`src/rtl/sdram_arbiter.sv`:
```
// sdram_arbiter: shares one sdram_controller user port between requester 0
// (CPU Wishbone bridge) and requester 1 (DMA/prefetch engine).
// Latency: request seen in IDLE at T drives sd_in_valid_o at T+1. out_valid at K
// returns a one-cycle mX_ack_o at K+1. The earliest next access starts at K+3.
// Backpressure: a request is held until its ack. Losing requesters simply wait.
// Optional macro SDRAM_ARB_AGING_EN: lets a starved requester 1 win after
// STARVE_LIMIT cycles. Without it, requester 0 has strict priority.
// Ports: clk/rst (sync, active-high); m0_*/m1_* requester ports (req, we, addr,
//   wdata in; rdata, ack out); sd_* controller user port (in_valid, rw, addr,
//   wdata out; rdata, out_valid in). All outputs are registered.
module sdram_arbiter #(
  parameter int ADDR_W       = 32,
  parameter int DATA_W       = 32,
  parameter int STARVE_LIMIT = 16
) (
  input  logic              clk,
  input  logic              rst,
  input  logic              m0_req_i,
  input  logic              m0_we_i,
  input  logic [ADDR_W-1:0] m0_addr_i,
  input  logic [DATA_W-1:0] m0_wdata_i,
  output logic [DATA_W-1:0] m0_rdata_o,
  output logic              m0_ack_o,
  input  logic              m1_req_i,
  input  logic              m1_we_i,
  input  logic [ADDR_W-1:0] m1_addr_i,
  input  logic [DATA_W-1:0] m1_wdata_i,
  output logic [DATA_W-1:0] m1_rdata_o,
  output logic              m1_ack_o,
  output logic              sd_in_valid_o,
  output logic              sd_rw_o,
  output logic [ADDR_W-1:0] sd_addr_o,
  output logic [DATA_W-1:0] sd_wdata_o,
  input  logic [DATA_W-1:0] sd_rdata_i,
  input  logic              sd_out_valid_i
);

  typedef enum logic [1:0] {IDLE = 2'd0, BUSY = 2'd1, ACK = 2'd2} state_t;

  state_t              state_q;
  logic                gnt_q;        // 0: requester 0 owns the access, 1: requester 1
  logic                gnt_d;        // winner if arbitration happens this cycle
  logic                any_req;
  logic                aged;         // requester 1 has waited long enough to be forced in
  logic                in_valid_q;
  logic                rw_q;
  logic [ADDR_W-1:0]   addr_q;
  logic [DATA_W-1:0]   wdata_q;
  logic [DATA_W-1:0]   m0_rdata_q;
  logic [DATA_W-1:0]   m1_rdata_q;
  logic                m0_ack_q;
  logic                m1_ack_q;

  always_comb begin
    any_req = m0_req_i | m1_req_i;
    gnt_d   = !m0_req_i || (m1_req_i && aged);
  end

`ifdef SDRAM_ARB_AGING_EN
  logic [7:0] wait1_q;
  logic [7:0] wait1_d;
  logic       m1_served;

  always_comb begin
    aged      = ({24'd0, wait1_q} >= 32'(STARVE_LIMIT));
    // Requester 1 counts as granted for its whole BUSY/ACK window.
    m1_served = (state_q != IDLE) && gnt_q;
    wait1_d   = wait1_q;
    if (state_q == IDLE && any_req && gnt_d) begin
      wait1_d = 8'd0;
    end else if (m1_req_i && !m1_served && wait1_q != 8'hFF) begin
      wait1_d = wait1_q + 8'd1;
    end
  end

  always_ff @(posedge clk) begin
    if (rst) wait1_q <= 8'd0;
    else     wait1_q <= wait1_d;
  end
`else
  assign aged = 1'b0;
`endif

  always_ff @(posedge clk) begin
    if (rst) begin
      state_q    <= IDLE;
      gnt_q      <= 1'b0;
      in_valid_q <= 1'b0;
      rw_q       <= 1'b0;
      addr_q     <= '0;
      wdata_q    <= '0;
      m0_rdata_q <= '0;
      m1_rdata_q <= '0;
      m0_ack_q   <= 1'b0;
      m1_ack_q   <= 1'b0;
    end else begin
      case (state_q)
        IDLE: begin
          if (any_req) begin
            gnt_q      <= gnt_d;
            in_valid_q <= 1'b1;
            rw_q       <= gnt_d ? m1_we_i    : m0_we_i;
            addr_q     <= gnt_d ? m1_addr_i  : m0_addr_i;
            wdata_q    <= gnt_d ? m1_wdata_i : m0_wdata_i;
            state_q    <= BUSY;
          end
        end
        BUSY: begin
          // Completes even if the owner dropped req mid-access.
          if (sd_out_valid_i) begin
            in_valid_q <= 1'b0;
            state_q    <= ACK;
            if (gnt_q) begin
              m1_ack_q <= 1'b1;
              if (!rw_q) m1_rdata_q <= sd_rdata_i;
            end else begin
              m0_ack_q <= 1'b1;
              if (!rw_q) m0_rdata_q <= sd_rdata_i;
            end
          end
        end
        ACK: begin
          // One dead cycle lets the requester see ack before the next arbitration.
          m0_ack_q <= 1'b0;
          m1_ack_q <= 1'b0;
          state_q  <= IDLE;
        end
        default: state_q <= IDLE;
      endcase
    end
  end

  assign sd_in_valid_o = in_valid_q;
  assign sd_rw_o       = rw_q;
  assign sd_addr_o     = addr_q;
  assign sd_wdata_o    = wdata_q;
  assign m0_rdata_o    = m0_rdata_q;
  assign m1_rdata_o    = m1_rdata_q;
  assign m0_ack_o      = m0_ack_q;
  assign m1_ack_o      = m1_ack_q;

endmodule

```
`config.mk`:
```
export PLATFORM = sky130hd
export DESIGN_NAME = sdram_arbiter
export DESIGN_NICKNAME = d
export VERILOG_FILES = /design/src/rtl/sdram_arbiter.sv
export SDC_FILE = /design/constraint.sdc
export NUM_CORES = 1
export LEC_CHECK = 0
export ABC_AREA = 1
export CORE_ASPECT_RATIO = 1.75
export CORE_MARGIN = 2
export CORE_UTILIZATION = 39
export CTS_CLUSTER_DIAMETER = 50
export DETAILED_ROUTE_END_ITERATION = 7
export DONT_BUFFER_PORTS = 1
export GPL_ROUTABILITY_DRIVEN = 0
export GPL_TIMING_DRIVEN = 0
export PLACE_DENSITY_LB_ADDON = 0.05
export SLEW_MARGIN = 20
export SYNTH_ARGS = -nofsm -noshare
export SYNTH_HDL_FRONTEND = slang
export SYNTH_SLANG_ARGS = --single-unit
```
`constraint.sdc`:
```
create_clock -name clk -period 1.2 [get_ports clk]
set_input_delay 0.3 -clock clk [delete_from_list [all_inputs] [get_ports clk]]
set_output_delay 0.3 -clock clk [all_outputs]
set_load 0.03 [all_outputs]
```
==> results.py, run 1 <==
metrics = {
    "setup_path": {
        "cp_top_family": "buffers and inverters",
        "startpoint": "sd_rw_o$_SDFFE_PP0P_",
        "endpoint_kind": "flip-flop",
        "slowest_stage": "dfxtp_4",
        "rr_endpoint": "m0_rdata_o[7]$_SDFFE_PP0P_",
        "crit_arrival_ps": 1590,
        "rrSetupSlack_ps": -90,
        "cp_max_fo": 8,
        "required_ps": 1500,
        "timing.critical_path.mode_cell": "nand2_2",
        "startpoint_type": "flip-flop",
        "timing.rr.start": "sd_rw_o$_SDFFE_PP0P_",
        "path_cells": "inv_4 > nand2_4 > nor2_4 > buf_12 > buf_8 > nand2_2 > nand2_2 > nor2_2",
        "worst-r2r-cell-count": 8,
        "crit_buf_inv": 3,
        "max_stage_delay_ps": 390,
        "crit_type": "flip-flop to flip-flop",
    },
    "yosys": {
        "yosysWarnings": 0,
        "synth_cell_types": 17,
        "syn-instance-count": 900,
        "synth_seq_area_share_pct": 47.0,
        "synth_nets": 1067,
        "syn_area_per_cell_sq_um": 6.40,
        "syn-cell-area_sq_mm": 0.00576,
        "ys_ff_latch": 135,
    },
    "drt": {
        "drt-initial-drc-count": 155,
        "drt-vias-per-instance": 4.91,
        "drc_errors": 0,
        "wl_per_cell_um": 16.6,
        "routed_wl_um": 18900,
        "dr.pass1.iters": 5,
        "via_count": 5582,
        "antenna_left": 0,
    },
    "timing": {
        "worst-slew-pin-transition_ps": 609,
        "finClkSkew_ps": 12.3,
        "setup_violations": 94,
        "hold_viol": 0,
        "min_period_over_period_pct": 107,
        "min_period_ps": 1290,
        "fin_ws_ps": -86.0,
        "finalMaxSlewViolations": 0,
        "setup_tns_ps": -3870,
        "rsz0062_at_grt": "yes",
        "max_freq_mhz": 778,
        "slew_headroom_pct": 59.4,
    },
    "layout": {
        "mostFrequentLayoutCells": "nand2_1 (272), nor2_1 (228), dfxtp_2 (133), o21ai_0 (51), nand2_2 (45)",
        "layout-area-overhead-vs-synth_pct": 34.7,
        "layout_commonest_cell": "nand2_1",
        "finalNetCount": 1112,
        "fillers": 1399,
        "design_area_sq_mm": 0.00775,
        "num_antenna_cells": 0,
        "layout-drive-gt1-share_pct": 34.9,
    },
    "pwr": {
        "power_leakage_nw": 3.64,
        "power_w": 0.0130,
        "ir_worst_vdd_v": 0.000890,
        "power_density_mw_per_mm2": 1680,
    },
    "floorplan": {
        "ios": 299,
        "coreArea_sq_mm": 0.0144,
        "die_y_um": 165,
        "initial_core_util_pct": 40.1,
        "dieArea_sq_mm": 0.0158,
        "rows": 58,
        "die_w_um": 95.8,
    },
    "outcome": {
        "status": "complete, but fails checks",
        "violations": "setup timing",
    },
    "global_route": {
        "antenna_found_initial": 0,
        "grt_pass1_wl_um": 27500,
        "gr-usage-all-layers_pct": 22.9,
        "grt_max_degree": 17,
        "gr-total-overflow": 0,
        "grt_pass1_vias": 5403,
    },
    "clock_tree": {
        "root_buffer": "clkbuf_16",
        "cts_made_buffers": 17,
        "cts_tree": "done",
        "path_clk_slew_ps": 60,
        "h-tree-depth": 4,
        "clkLatencyLatePin_ps": 410,
        "clock_path_buffers": 2,
        "clkSinkCount": 135,
    },
    "run": {
        "cap_violations": 0,
    },
    "placement": {
        "place_worst_setup_slack_ps": -348,
        "hpwl_um": 13700,
        "placed_area_sq_mm": 0.00598,
        "numPortBuffers": 0,
    },
    "hold_path": {
        "hp-start": "sd_out_valid_i",
        "worstHoldEndpoint": "state_q[0]$_SDFFE_PP0P_",
        "hp-class": "input port to flip-flop",
        "min_path_cells": 3,
    },
}
sequential cells by signal (all words and copies together), names as in the netlist:
signal / flops
gnt_q: 1
m0_ack_o: 1
m0_rdata_o: 32
m1_ack_o: 1
m1_rdata_o: 32
sd_addr_o: 32
sd_in_valid_o: 1
sd_rw_o: 1
sd_wdata_o: 32
state_q: 2
kinds of logic (layout without fill, tap and decap cells):
group	count (synthesis)	after routing	share of synthesized area [%]
DFF	135	135	47.0
and+or+nand+nor	600	602	39.6
buffers and inverters	95	151	7.37
AOI/OAI and AO/OA	70	70	6.09
routing by layer:
layer  vias up  global-route usage, %  share of wire (%)
met5         -                      0                  0
met4         0                   7.40                2.0
met3        28                   8.07                8.9
met2       217                   44.6                 56
met1      2533                   21.4                 33
li1       2804                      -                  -
Yosys cell counts:
master | n | area, sq um
nor2_2 | 1 | 6.26
nand2_1 | 332 | 1250
buf_1 | 6 | 22.5
a21oi_1 | 4 | 20.0
nand3_2 | 1 | 10.0
o21ai_1 | 7 | 35.0
dfxtp_1 | 135 | 2700
nor2_1 | 262 | 983
o21ai_0 | 59 | 295
clkbuf_1 | 16 | 60.1
inv_2 | 3 | 11.3
nand3_1 | 2 | 10.0
buf_6 | 2 | 22.5
buf_4 | 6 | 45.0
nor2_4 | 2 | 22.5
inv_1 | 38 | 143
buf_2 | 24 | 120
layout make-up:
cell class | instances | area, sq um | share of cell area, %
clock inverter | 12 | 140 | 1.81
clock buffer | 20 | 447 | 5.76
timing repair buffer | 24 | 390 | 5.04
tap | 180 | 225 | 2.91
buffer | 54 | 454 | 5.86
sequential | 135 | 2880 | 37.1
multi-input combinational | 672 | 3050 | 39.4
inverter | 41 | 164 | 2.11
per-stage QoR:
stage | utilization (%) | cells | hold WS (ps)
6_report | 53.9 | 1138 | 105
5_1_grt | 53.9 | 1138 | 107
4_1_cts | 50.2 | 1130 | 86.5
3_5_place_dp | 41.6 | 1080 | 374
3_3_place_gp | 41.6 | 1080 | 372
2_1_floorplan | - | 900 | 369
where the power goes:
group | internal (W) | switching, W
Clock | 0.00315 | 0.00204
Sequential | 0.00495 | 0.00101
Combinational | 0.000793 | 0.00105
worst reg2reg max path, cell delays in order (launching register included):
cell,delay (ps)
dfxtp_4,390
inv_4,90
nand2_4,80
nor2_4,130
buf_12,170
buf_8,150
nand2_2,60
nand2_2,60
nor2_2,50
timing repair:
action | 4_1_cts | 5_1_grt
endpoints found under the hold margin | 5 | 0
hold buffers | 1 | 0
setup buffers | 9 | 0
gates resized for setup | 234 | 120
pin swaps | 8 | 31
endpoints found under the setup margin | 258 | 132
cloned | 8 | 8
how the worst max path moves through the flow:
stage | end | slack [ps] | cells past startpoint
CTS | sd_wdata_o[22]$_SDFFE_PP0P_ | -70 | 8
detailed placement | m0_rdata_o[20]$_SDFFE_PP0P_ | -350 | 7
global route | sd_wdata_o[19]$_SDFFE_PP0P_ | -140 | 8
floorplan | m0_rdata_o[23]$_SDFFE_PP0P_ | -0.9 | 7
global placement | m0_rdata_o[20]$_SDFFE_PP0P_ | -350 | 7
finish | m0_rdata_o[7]$_SDFFE_PP0P_ | -90 | 8
Note: power is estimated with default switching activity, not from simulation.
==> run 2, diff against run 1 <==
--- a/config.mk
+++ b/config.mk
@@ -14,6 +14,7 @@
 export DONT_BUFFER_PORTS = 1
 export GPL_ROUTABILITY_DRIVEN = 0
 export GPL_TIMING_DRIVEN = 0
+export HOLD_SLACK_MARGIN = 0.08
 export PLACE_DENSITY_LB_ADDON = 0.05
 export SLEW_MARGIN = 20
 export SYNTH_ARGS = -nofsm -noshare
==> results of run 2 <==
Final layout, timing and power as in run 1 (identical DEF).
